--- src/rtl/ebm_md_rx.sv ---
// ebm_md_rx: queues EOS metadata, reads each packet from the egress buffer, streams it to UDO port 0/1 and frees the buffer
module ebm_md_rx #(
    parameter int MD_FIFO_DEPTH = 8,
    parameter int START_THRESH  = 128
) (
    input  logic         clk,
    input  logic         rst_n,
    input  logic [7:0]   in_ebm_md,
    input  logic         in_ebm_md_wr,
    input  logic         in_ebm_bandwidth_discard,
    output logic         out_ebm_pkt_valid,
    output logic         out_ebm_buf_rd,
    output logic [13:0]  out_ebm_buf_rd_addr,
    input  logic [133:0] in_ebm_buf_rd_data,
    output logic [6:0]   out_ebm_buf_free_id,
    output logic         out_ebm_buf_free_wr,
    output logic [133:0] out_ebm_pkt_0,
    output logic         out_ebm_pkt_0_wr,
    output logic [133:0] out_ebm_pkt_1,
    output logic         out_ebm_pkt_1_wr,
    input  logic [7:0]   pktout_usedw_0,
    input  logic [7:0]   pktout_usedw_1,
    output logic [63:0]  out_ebm_tx_pkt_cnt,
    output logic [63:0]  out_ebm_discard_cnt,
    output logic [31:0]  out_ebm_md_ovf_cnt
);
    localparam int AW = $clog2(MD_FIFO_DEPTH);
    localparam logic [8:0] THRESH = 9'(START_THRESH);

    typedef enum logic [1:0] {IDLE, READ, DRAIN, RELEASE} state_t;

    state_t        state_q;
    logic [8:0]    fifo_mem [MD_FIFO_DEPTH];
    logic [AW:0]   wp_q, rp_q;
    logic [6:0]    id_q, off_q;
    logic          port_q, done_q, rd_end_q;
    logic [1:0]    rv_q, lv_q;
    logic [8:0]    head;
    logic [7:0]    usedw_sel;
    logic          empty, full, pop, push, rd, gated, is_tail;
    logic [133:0]  word;

    assign empty     = wp_q == rp_q;
    assign full      = (wp_q[AW] != rp_q[AW]) && (wp_q[AW-1:0] == rp_q[AW-1:0]);
    assign head      = fifo_mem[rp_q[AW-1:0]];
    assign usedw_sel = head[7] ? pktout_usedw_1 : pktout_usedw_0;
    assign pop       = (state_q == IDLE) && !empty && (head[8] || ({1'b0, usedw_sel} < THRESH));
    assign push      = in_ebm_md_wr && (!full || pop);
    // the word returned for offset 127 is forced to a tail so an unterminated buffer still ends
    assign word      = lv_q[1] ? {2'b10, in_ebm_buf_rd_data[131:0]} : in_ebm_buf_rd_data;
    assign gated     = rv_q[1] && !done_q;
    assign is_tail   = word[133:132] == 2'b10;
    // reading stops in the very cycle the tail comes back so only one extra read is in flight
    assign rd        = (state_q == READ) && !rd_end_q && !(gated && is_tail);

    assign out_ebm_buf_rd      = rd;
    assign out_ebm_buf_rd_addr = {id_q, off_q};

    // metadata storage, no reset needed since pointers qualify every entry
    always_ff @(posedge clk) begin
        if (push) fifo_mem[wp_q[AW-1:0]] <= {in_ebm_bandwidth_discard, in_ebm_md};
    end

    // FIFO pointers and overflow count; a pop frees room for a same-cycle push
    always_ff @(posedge clk or negedge rst_n) begin
        if (!rst_n) begin
            wp_q               <= '0;
            rp_q               <= '0;
            out_ebm_md_ovf_cnt <= '0;
        end else begin
            if (push) wp_q <= wp_q + 1'b1;
            if (pop) rp_q <= rp_q + 1'b1;
            if (in_ebm_md_wr && !push) out_ebm_md_ovf_cnt <= out_ebm_md_ovf_cnt + 32'd1;
        end
    end

    // read engine: state, read pipeline tracking, packet output and release pulses
    always_ff @(posedge clk or negedge rst_n) begin
        if (!rst_n) begin
            state_q             <= IDLE;
            id_q                <= '0;
            off_q               <= '0;
            port_q              <= 1'b0;
            done_q              <= 1'b0;
            rd_end_q            <= 1'b0;
            rv_q                <= '0;
            lv_q                <= '0;
            out_ebm_pkt_valid   <= 1'b0;
            out_ebm_buf_free_id <= '0;
            out_ebm_buf_free_wr <= 1'b0;
            out_ebm_pkt_0       <= '0;
            out_ebm_pkt_0_wr    <= 1'b0;
            out_ebm_pkt_1       <= '0;
            out_ebm_pkt_1_wr    <= 1'b0;
            out_ebm_tx_pkt_cnt  <= '0;
            out_ebm_discard_cnt <= '0;
        end else begin
            out_ebm_pkt_valid   <= 1'b0;
            out_ebm_buf_free_wr <= 1'b0;
            out_ebm_pkt_0_wr    <= 1'b0;
            out_ebm_pkt_1_wr    <= 1'b0;
            rv_q                <= {rv_q[0], rd};
            lv_q                <= {lv_q[0], rd && (off_q == 7'h7f)};
            if (gated) begin
                if (port_q) begin
                    out_ebm_pkt_1    <= word;
                    out_ebm_pkt_1_wr <= 1'b1;
                end else begin
                    out_ebm_pkt_0    <= word;
                    out_ebm_pkt_0_wr <= 1'b1;
                end
                if (is_tail) done_q <= 1'b1;
            end
            case (state_q)
                IDLE: if (pop) begin
                    id_q <= head[6:0];
                    if (head[8]) begin
                        out_ebm_buf_free_wr <= 1'b1;
                        out_ebm_buf_free_id <= head[6:0];
                        out_ebm_discard_cnt <= out_ebm_discard_cnt + 64'd1;
                        state_q             <= RELEASE;
                    end else begin
                        port_q   <= head[7];
                        off_q    <= '0;
                        done_q   <= 1'b0;
                        rd_end_q <= 1'b0;
                        state_q  <= READ;
                    end
                end
                READ: begin
                    if (rd) off_q <= off_q + 7'd1;
                    if (rd && off_q == 7'h7f) rd_end_q <= 1'b1;
                    if (gated && is_tail) state_q <= DRAIN;
                end
                DRAIN: if (rv_q == 2'b00) begin
                    out_ebm_buf_free_wr <= 1'b1;
                    out_ebm_buf_free_id <= id_q;
                    out_ebm_pkt_valid   <= 1'b1;
                    out_ebm_tx_pkt_cnt  <= out_ebm_tx_pkt_cnt + 64'd1;
                    state_q             <= RELEASE;
                end
                default: state_q <= IDLE;
            endcase
        end
    end
endmodule

--- config.mk ---
export PLATFORM = sky130hd
export DESIGN_NAME = ebm_md_rx
export DESIGN_NICKNAME = d
export VERILOG_FILES = /design/src/rtl/ebm_md_rx.sv
export SDC_FILE = /design/constraint.sdc
export NUM_CORES = 1
export LEC_CHECK = 0
export ABC_AREA = 1
export CORE_MARGIN = 2
export CORE_UTILIZATION = 30
export CTS_CLUSTER_DIAMETER = 80
export CTS_CLUSTER_SIZE = 20
export DETAILED_ROUTE_END_ITERATION = 8
export HOLD_SLACK_MARGIN = 0.12
export PLACE_DENSITY = 0.53
export SLEW_MARGIN = 20
export SYNTH_ARGS = -nofsm -noshare
export SYNTH_HDL_FRONTEND = slang
export SYNTH_SLANG_ARGS = --single-unit
--- constraint.sdc ---
create_clock -name clk -period 3 [get_ports clk]
set_clock_uncertainty 0.05 [all_clocks]
set_input_delay 0.45 -clock clk [delete_from_list [all_inputs] [get_ports clk]]
set_output_delay 0.45 -clock clk [all_outputs]
set_load 0.01 [all_outputs]
==> reports/qor.csv, run 1 <==
stage;metric;value;unit
route;drtIter0Drc;1627;
global_routing;grt_max_degree;103;
global_routing;antenna_found_initial;8;
worst_setup_path;critPathKind;reg -> out;
worst_setup_path;worstPathArrival;2.28;ns
logic_synthesis;postSynthAreaPerCell;8.444;sq um
clock_tree;cts_buffer_depth;3;
route;ant_nets;0;
logic_synthesis;synth-seq-area-share;55.78;%
die;die-area;85520;sq um
worst_setup_path;path_common_cell;inv_1;
worst_setup_path;slowest_delay;0.59;ns
route;viasPerCell;4.688;
flow_run;drv_cap;0;
die;start_util;30.35;%
sta;setup_viol;0;
worst_setup_path;crit_family;buffers and inverters;
logic_synthesis;syn_inst;2956;
sta;fin_crit;2.779;ns
clock_tree;clk_pin_slew_worst_paths;0.08;ns
global_routing;grt_util_all_layers;21.21;%
place;place_hpwl;72060;um
sta;post-route-period-util;92.62;%
die;core_area;82240;sq um
place;place.gp.congestion;0.9364;
sta;tns;0;ns
die;die_x;292.4;um
outcome;status;finished clean;
route;firstDrtPassIters;5;
worst_setup_path;cp_max_fo;5;
worst_setup_path;path_cells;inv_1, ha_1, nand2_1, inv_1, nand2_1, inv_1, clkdlybuf4s50_1;
die;pin_count;616;
sta;relSlewSlack;50.52;%
clock_tree;cts_setup_buffers;0;
power_and_ir_drop;power.density;858.9;nW/um^2
power_and_ir_drop;power_leakage;14.78;nW
cells_and_area;drive_above_1_share;4.118;%
logic_synthesis;synth_seq_cells;542;
route;wl_per_cell;20.07;um
min_path;hold_path_class;reg -> reg;
power_and_ir_drop;vdd_drop_max;0.5191;mV
sta;tightestPinTransition;0.7365;ns
route;wl;93190;um
global_routing;grt_pass1_vias;20430;
clock_tree;clkLatencyLatePin;0.57;ns
cells_and_area;final_util;41.00;%
clock_tree;cts_root_buf;clkbuf_16;
clock_tree;htree_levels;2;
die;rows;105;
die;fp.dieH;292.4;um
sta;final_max_slew_viol_count;0;
logic_synthesis;ys.warnings.count;0;
logic_synthesis;netlist_area;24960;sq um
worst_setup_path;crit_path_start_kind;flip-flop;
worst_setup_path;path_buf_inv;4;
logic_synthesis;synth.area.top_cells;dfrtp_1 (47%), nand2_1 (13%), edfxtp_1 (8.7%);
logic_synthesis;yosys.area.top_type;dfrtp_1;
worst_setup_path;critPathSlowestCell;clkdlybuf4s50_1;
sta;rsz0062_at_grt;false;
clock_tree;cts_tree;done;
worst_setup_path;endpoint_kind;output port;
place;port_buffers;601;
sta;max_freq;0.3599;GHz
route;post-route-drc-count;0;
global_routing;grt_first_pass_wirelength;136600;um
logic_synthesis;syn-num-nets;3128;
logic_synthesis;synth_top_area_share;47.12;%
route;routed-via-count;21770;
clock_tree;cts_made_buffers;40;
logic_synthesis;yosys.cell_types.count;36;
cells_and_area;nNetsFinal;3718;
cells_and_area;area_growth;35.09;%
global_routing;grt-ovfl-total;0;
clock_tree;clkSinkCount;542;
sta;hold_viol_final;0;
worst_setup_path;required;2.50;ns
[cell usage after synthesis (all sizes together)]
| master | n |
|---|---|
| nor3b | 7 |
| or2 | 1 |
| xor2 | 93 |
| dfrtp | 470 |
| a21oi | 3 |
| o21ai | 371 |
| nor3 | 91 |
| nor4 | 1 |
| inv | 322 |
| nand2 | 894 |
| nor2b | 1 |
| o21bai | 1 |
| edfxtp | 72 |
| xnor2 | 40 |
| nand4 | 77 |
| nand3 | 121 |
| o31ai | 1 |
| buf | 32 |
| nor2 | 253 |
| o22ai | 14 |
| nand3b | 8 |
| clkbuf | 73 |
| ha | 10 |
[cell usage in the layout (no fill, tap or decap), types with 42 or more instances in the layout]
master and count:
inv_1 315, edfxtp_1 72, nand2_1 886, nor3_1 85
xor2_1 93, nor2_1 247, o21ai_0 354, nand3_1 117
clkdlybuf4s50_1 600, dfrtp_1 470, nand4_1 77, clkbuf_16 42
[final timing paths]
kind / from / endpoint / slack, ns / depth (start not counted)
setup / recovery: state_q[1] / out_ebm_buf_rd / 0.22 / 7
hold / removal: lv_q[0] / lv_q[1] / 0.31 / 0
setup reg to reg: state_q[0] / out_ebm_tx_pkt_cnt[38] / 0.45 / 11
hold reg to reg: lv_q[0] / lv_q[1] / 0.31 / 0
max in group asynchronous: rst_n / out_ebm_pkt_1[95] / 1.58 / 3
min in group asynchronous: rst_n / out_ebm_tx_pkt_cnt[46] / 0.42 / 2
[kinds of logic after synthesis]
| group | share of synthesized area [%] |
|---|---|
| flip-flops | 55.78 |
| adder cells (fa/ha/maj) | 0.5013 |
| AND/OR/NAND/NOR | 24.39 |
| AO/OA/AOI/OAI | 7.910 |
| XOR/XNOR | 4.667 |
| buffers and inverters | 6.747 |
[stage by stage]
stage                     power [mW]  hold WS (ns)  instance area [sq um]  instances  setup WS (ns)
final                          28.96        0.3073                  33720       4644         0.2213
after global routing           30.81        0.3189                  33710       4641        0.01492
after CTS                      29.35        0.3109                  33710       4640         0.1742
after detailed placement       23.49        0.3011                  32380       4573         0.2885
after global placement         23.37        0.2852                  32380       4573         0.2853
after floorplan                16.47        0.1044                  24960       2956         0.7658
[registers in the layout, indices dropped and copies added, names as in the netlist, 7 cells and up]
signal               cells
id_q                     7
out_ebm_tx_pkt_cnt      64
out_ebm_pkt_0          134
out_ebm_pkt_1          134
out_ebm_buf_free_id      7
out_ebm_discard_cnt     64
out_ebm_md_ovf_cnt      32
off_q                    7
fifo_mem                72
[cell type report]
class / instances / area [sq um]
Clock inverter: 20 / 237.7
Inverter: 322 / 1214
Sequential cell: 542 / 13920
Timing Repair Buffer: 653 / 6551
Antenna cell: 4 / 10.01
Clock buffer: 46 / 1076
Multi-Input combinational cell: 1987 / 9369
Tap cell: 1070 / 1339
Fill cell: 8373 / 48520
[power breakdown]
group | internal (mW) | switching, mW
registers | 9.72 | 1.34
logic | 5.32 | 6.84
clock network | 2.84 | 2.91
total | 17.9 | 11.1
[repair_timing]
action / CTS / global route
gates resized for setup: 0 / 1
hold buffers: 1 / 0
endpoints found under the setup margin: 0 / 1
hold endpoints to repair: 51 / 0
[layer usage]
metal  up-vias  global-route usage (%)  part of all wire, %
li1      10640                       -                    -
met1     10350                   28.32                   44
met2       664                   33.92                   46
met3       107                   5.774                  8.0
met4        12                   5.578                  2.7
met5         -                       0                0.088
Power figures use the tool's default switching activity.
==> run 2, diff against run 1 <==
==> constraint.sdc (replaced) <==
create_clock -name clk -period 3.6 [get_ports clk]
set_clock_uncertainty 0.05 [all_clocks]
set_input_delay 0.54 -clock clk [delete_from_list [all_inputs] [get_ports clk]]
set_output_delay 0.54 -clock clk [all_outputs]
set_load 0.01 [all_outputs]
==> reports/qor.csv, run 2 (synthesis results as in run 1) <==
stage;metric;value;unit
power_and_ir_drop;p_int;14.87;mW
min_path;hold_path_class;reg -> reg;
die;rows;105;
route;viasPerCell;4.631;
global_routing;antenna_found_initial;12;
sta;final_max_slew_viol_count;0;
worst_setup_path;critPathSlowestCell;clkdlybuf4s50_1;
power_and_ir_drop;vdd_drop_max;0.3419;mV
clock_tree;cts_tree;done;
sta;post-route-period-util;82.46;%
clock_tree;htree_levels;2;
worst_setup_path;cp_max_fo;3;
global_routing;grt_pass1_vias;20210;
global_routing;grt_util_all_layers;21.39;%
sta;hold_viol_final;0;
cells_and_area;area_growth;34.99;%
route;firstDrtPassIters;5;
route;post-route-drc-count;0;
sta;fin_hold_ws;0.2994;ns
sta;rsz0062_at_grt;false;
die;die-area;85520;sq um
cells_and_area;drive_above_1_share;4.091;%
route;met3_length;7091;um
sta;relSlewSlack;36.51;%
worst_setup_path;path_cells;or2_2, nand3_1, nand2_1, inv_1, nand2_1, inv_1, clkdlybuf4s50_1;
global_routing;grt_first_pass_wirelength;137400;um
route;met1_length;41490;um
clock_tree;clkSinkCount;542;
cells_and_area;stdcell_count;4645;
flow_run;drv_cap;0;
global_routing;grt_max_degree;117;
cells_and_area;mostFrequentLayoutCell;nand2_1;
worst_setup_path;slowest_delay;0.61;ns
outcome;status;finished clean;
sta;tns;0;ns
die;die_x;292.4;um
place;port_buffers;601;
sta;setup_viol;0;
worst_setup_path;path_buf_inv;3;
worst_setup_path;crit_family;buffers and inverters;
route;wl_per_cell;20.19;um
worst_setup_path;worstPathArrival;2.38;ns
power_and_ir_drop;p_switching;9.284;mW
die;start_util;30.35;%
power_and_ir_drop;seqPwrFrac;38.2;%
power_and_ir_drop;power_leakage;14.75;nW
clock_tree;clk_pin_slew_worst_paths;0.09;ns
power_and_ir_drop;combPwrFrac;41.4;%
die;pin_count;616;
place;dp_cells;4564;
cells_and_area;most-common-layout-cells;nand2_1 (886), clkdlybuf4s50_1 (600), dfrtp_1 (470);
worst_setup_path;required;3.01;ns
die;core_area;82240;sq um
worst_setup_path;endpoint_kind;output port;
route;dr_wl_met2;42920;um
worst_setup_path;crit_path_start_kind;flip-flop;
power_and_ir_drop;power.density;716.8;nW/um^2
die;fp.dieH;292.4;um
route;routed-via-count;21510;
sta;finalWorstSetupSlack;0.6315;ns
sta;max_freq;0.3369;GHz
worst_setup_path;critPathKind;reg -> out;
power_and_ir_drop;p_clk_share;20.4;%
global_routing;grt-ovfl-total;0;
route;wl;93780;um
sta;tightestPinTransition;0.9523;ns
cells_and_area;nNetsFinal;3710;
clock_tree;cts_buffer_depth;3;
clock_tree;clkLatencyLatePin;0.59;ns
power_and_ir_drop;total_power;24.15;mW
clock_tree;cts_root_buf;clkbuf_16;
sta;fin_crit;2.969;ns
place;place_hpwl;72400;um
route;drtIter0Drc;1580;
route;ant_nets;0;
clock_tree;cts_made_buffers;41;
clock_tree;ctsResizeCount;0;
power_and_ir_drop;switching_share;38.44;%
place;place_ws;0.6848;ns
place;place.gp.congestion;0.9354;
route;top_layer;met5;
-- run 2: changes by cell type in the layout (fill, tap and decap cells not counted), moves of 2 or more --
cell	change
bufinv_16	-2
buf_4	-6
clkbuf_8	+5
clkinv_4	+5
inv_12	+2
inv_6	-2
buf_12	-3
diode_2	+2
-- run 2: cell type report --
class / count / area (sq um)
multi-input cells: 1987 / 9366
fillers: 8331 / 48550
repair buffers: 644 / 6446
flip-flops and latches: 542 / 13920
clock inverters: 23 / 224.0
well taps: 1070 / 1339
diodes: 6 / 15.01
inverters: 322 / 1214
clock buffers: 51 / 1166
-- run 2: worst paths after layout --
path | cells past startpoint | from | endpoint | slack (ns)
setup / recovery | 7 | lv_q[1] | out_ebm_buf_rd | 0.63
hold / removal | 0 | lv_q[0] | lv_q[1] | 0.30
setup reg to reg | 12 | rp_q[0] | fifo_mem[7][6] | 0.74
hold reg to reg | 0 | lv_q[0] | lv_q[1] | 0.30
max in group asynchronous | 3 | rst_n | out_ebm_discard_cnt[25] | 2.12
min in group asynchronous | 2 | rst_n | out_ebm_tx_pkt_cnt[38] | 0.48
-- run 2: through the flow --
stage / instance area (sq um) / util, %
floorplan: 24960 / -
global placement: 32280 / 39.25
finish: 33690 / 40.97
global route: 33680 / 40.96
CTS: 33680 / 40.95
detailed placement: 32280 / 39.25
-- run 2: power groups by stage --
| stage | Combinational (mW) | Clock, mW | Sequential (mW) |
|---|---|---|---|
| detailed placement | 10.2 | 0 | 9.34 |
| global route | 10.9 | 5.35 | 9.46 |
| global placement | 10.1 | 0 | 9.29 |
| floorplan | 3.77 | 0 | 9.96 |
| finish | 10.0 | 4.93 | 9.22 |
| CTS | 10.2 | 5.11 | 9.23 |
-- run 2: repair_timing --
| item | in CTS | in global routing |
|---|---|---|
| setup buffers | 0 | 0 |
| endpoints found under the hold margin | 54 | 0 |
| hold buffers | 1 | 0 |
-- run 2: worst register-to-register path, delay by kind of cell, from the launching register on --
family	cells	cell delay, ns
buffers and inverters	3	0.57
flip-flops	1	0.63
AND/OR/NAND/NOR	9	1.35
-- run 2: routing by layer --
layer | track usage (%) | up-vias
met3 | 5.630 | 100
met1 | 28.87 | 10110
li1 | - | 10660
met2 | 34.11 | 634
met5 | 0 | -
met4 | 5.391 | 12
==> run 3, diff against run 2 <==
--- a/config.mk
+++ b/config.mk
@@ -12,7 +12,7 @@
 export CTS_CLUSTER_SIZE = 20
 export DETAILED_ROUTE_END_ITERATION = 8
 export HOLD_SLACK_MARGIN = 0.12
-export PLACE_DENSITY = 0.53
+export PLACE_DENSITY = 0.55
 export SLEW_MARGIN = 20
 export SYNTH_ARGS = -nofsm -noshare
 export SYNTH_HDL_FRONTEND = slang
==> constraint.sdc (replaced) <==
create_clock -name clk -period 2.4 [get_ports clk]
set_clock_uncertainty 0.05 [all_clocks]
set_input_delay 0.36 -clock clk [delete_from_list [all_inputs] [get_ports clk]]
set_output_delay 0.36 -clock clk [all_outputs]
set_load 0.01 [all_outputs]
==> reports/qor.csv, run 3 (synthesis results as in run 1) <==
stage;metric;value;unit
clock_tree;htree_levels;2;
cells_and_area;fillers;8285;
clock_tree;cts_made_buffers;41;
flow_run;drv_cap;0;
worst_setup_path;cp_max_fo;45;
place;dp_cells;4612;
global_routing;grt_first_pass_wirelength;137000;um
clock_tree;clkSinkCount;542;
route;drtIter0Drc;1402;
route;wl_per_cell;19.88;um
worst_setup_path;worstReg2RegEnd;out_ebm_md_ovf_cnt[18];
global_routing;antenna_found_initial;11;
clock_tree;cts_buffer_depth;3;
die;pin_count;616;
worst_setup_path;critPathLaunch;rp_q[0];
die;core_area;82240;sq um
die;start_util;30.35;%
sta;fin_crit;2.229;ns
outcome;status;finished clean;
clock_tree;cts_tree;done;
place;port_buffers;601;
route;firstDrtPassIters;6;
worst_setup_path;worstPathArrival;2.64;ns
cells_and_area;most-common-layout-cells;nand2_1 (886), clkdlybuf4s50_1 (599), dfrtp_1 (470);
global_routing;grt_max_degree;86;
sta;max_freq;0.4486;GHz
route;ant_nets;0;
global_routing;grt-ovfl-total;0;
clock_tree;clk_pin_slew_worst_paths;0.09;ns
cells_and_area;nNetsFinal;3763;
clock_tree;cts_root_buf;clkbuf_16;
place;place_ws;-0.08658;ns
worst_setup_path;crit_path_end;out_ebm_md_ovf_cnt[18];
die;die_x;292.4;um
min_path;hold_path_class;in -> reg;
cells_and_area;drive_above_1_share;5.442;%
sta;post-route-period-util;92.89;%
place;place_hpwl;72910;um
worst_setup_path;timing.rr.start;rp_q[0];
power_and_ir_drop;vdd_drop_max;0.5867;mV
place;dpl_cell_area;32740;sq um
cells_and_area;stdcell_count;4694;
worst_setup_path;crit_path_start_kind;flip-flop;
global_routing;grt_util_all_layers;21.24;%
place;place.gp.congestion;0.9832;
die;fp.dieH;292.4;um
worst_setup_path;reg2reg_depth;12;
power_and_ir_drop;power_leakage;15.06;nW
sta;tightestPinTransition;0.7015;ns
power_and_ir_drop;power.density;1076;nW/um^2
route;wl;93320;um
cells_and_area;area_growth;37.13;%
route;post-route-drc-count;0;
route;viasPerCell;4.670;
route;routed-via-count;21920;
sta;relSlewSlack;53.23;%
sta;finalWorstSetupSlack;0.1707;ns
worst_setup_path;critPathKind;reg -> reg;
die;rows;105;
global_routing;grt_pass1_vias;20880;
worst_setup_path;required;2.81;ns
die;die-area;85520;sq um
sta;hold_viol_final;0;
cells_and_area;final_area;34230;sq um
sta;rsz0062_at_grt;true;
worst_setup_path;endpoint_kind;flip-flop;
worst_setup_path;rrSetupSlack;0.17;ns
sta;final_max_slew_viol_count;0;
cells_and_area;mostFrequentLayoutCell;nand2_1;
sta;setup_viol;0;
clock_tree;clkLatencyLatePin;0.58;ns
## run 3: cell types whose count changed in the layout (fill, tap and decap cells not counted), sizes merged
| cell | previous run | this run |
|---|---|---|
| nand3 | 121 | 123 |
| bufinv | 0 | 2 |
| clkdlybuf4s50 | 600 | 599 |
| diode | 6 | 4 |
| inv | 332 | 331 |
| buf | 43 | 94 |
| clkinv | 11 | 8 |
| clkbuf | 51 | 52 |
## run 3: cell type report
class                      count  area [sq um]  share of cell area, %
multi-input combinational   1989          9412                  27.50
inverter                     322          1214                  3.546
clock inverter                21         274.0                 0.8005
timing repair buffer         695          6932                  20.25
tap                         1070          1339                  3.911
antenna                        4         10.01                0.02924
clock buffer                  51          1126                  3.290
sequential                   542         13920                  40.68
## run 3: worst max-delay path: stages (launching register included)
cell	delay (ns)
dfrtp_1	0.41
buf_4	0.18
nor2_1	0.11
nor2_1	0.04
o21ai_0	0.07
nand3_1	0.14
nand2_2	0.15
nand3_1	0.13
nand2_4	0.10
buf_12	0.23
nand3_4	0.28
nand2_1	0.13
nand2_1	0.05
## run 3: per-stage QoR
stage	power, mW	hold slack, ns	util (%)	TNS (ns)
final	36.83	0.3009	41.62	0
after global routing	39.15	0.2864	41.62	-0.001072
after CTS	37.24	0.2626	41.52	0
after detailed placement	29.67	0.2959	39.81	-0.08658
after global placement	29.51	0.3005	39.81	-0.08512
after floorplan	20.59	0.01441	-	0
## run 3: worst min path at each step
stage | from | end | slack (ns) | cells after the start
final | in_ebm_buf_rd_data[10] | out_ebm_pkt_1[10] | 0.30 | 3
after global routing | in_ebm_buf_rd_data[24] | out_ebm_pkt_1[24] | 0.29 | 3
after CTS | in_ebm_buf_rd_data[10] | out_ebm_pkt_1[10] | 0.26 | 3
after detailed placement | lv_q[0] | lv_q[1] | 0.30 | 0
after global placement | lv_q[0] | lv_q[1] | 0.30 | 0
after floorplan | rst_n | done_q | 0.01 | 0
## run 3: power breakdown
part / switching [mW] / internal (mW)
Sequential: 1.61 / 12.1
Clock: 3.73 / 3.71
Combinational: 8.68 / 6.95
Total: 14.0 / 22.8
## run 3: per-layer routing
metal	vias up	track usage [%]	share of wire (%)
met5	-	0	0.10
met4	14	6.004	2.8
met3	131	5.645	7.8
met2	627	34.73	47
met1	10410	27.66	43
li1	10740	-	-
## run 3: what timing repair did
item / in CTS / in global routing
endpoints found under the hold margin: 48 / 0
pin swaps: 0 / 3
gates resized for setup: 2 / 9
hold buffers: 1 / 0
buffers inserted: 0 / 3
endpoints found under the setup margin: 1 / 46
gates cloned: 0 / 2
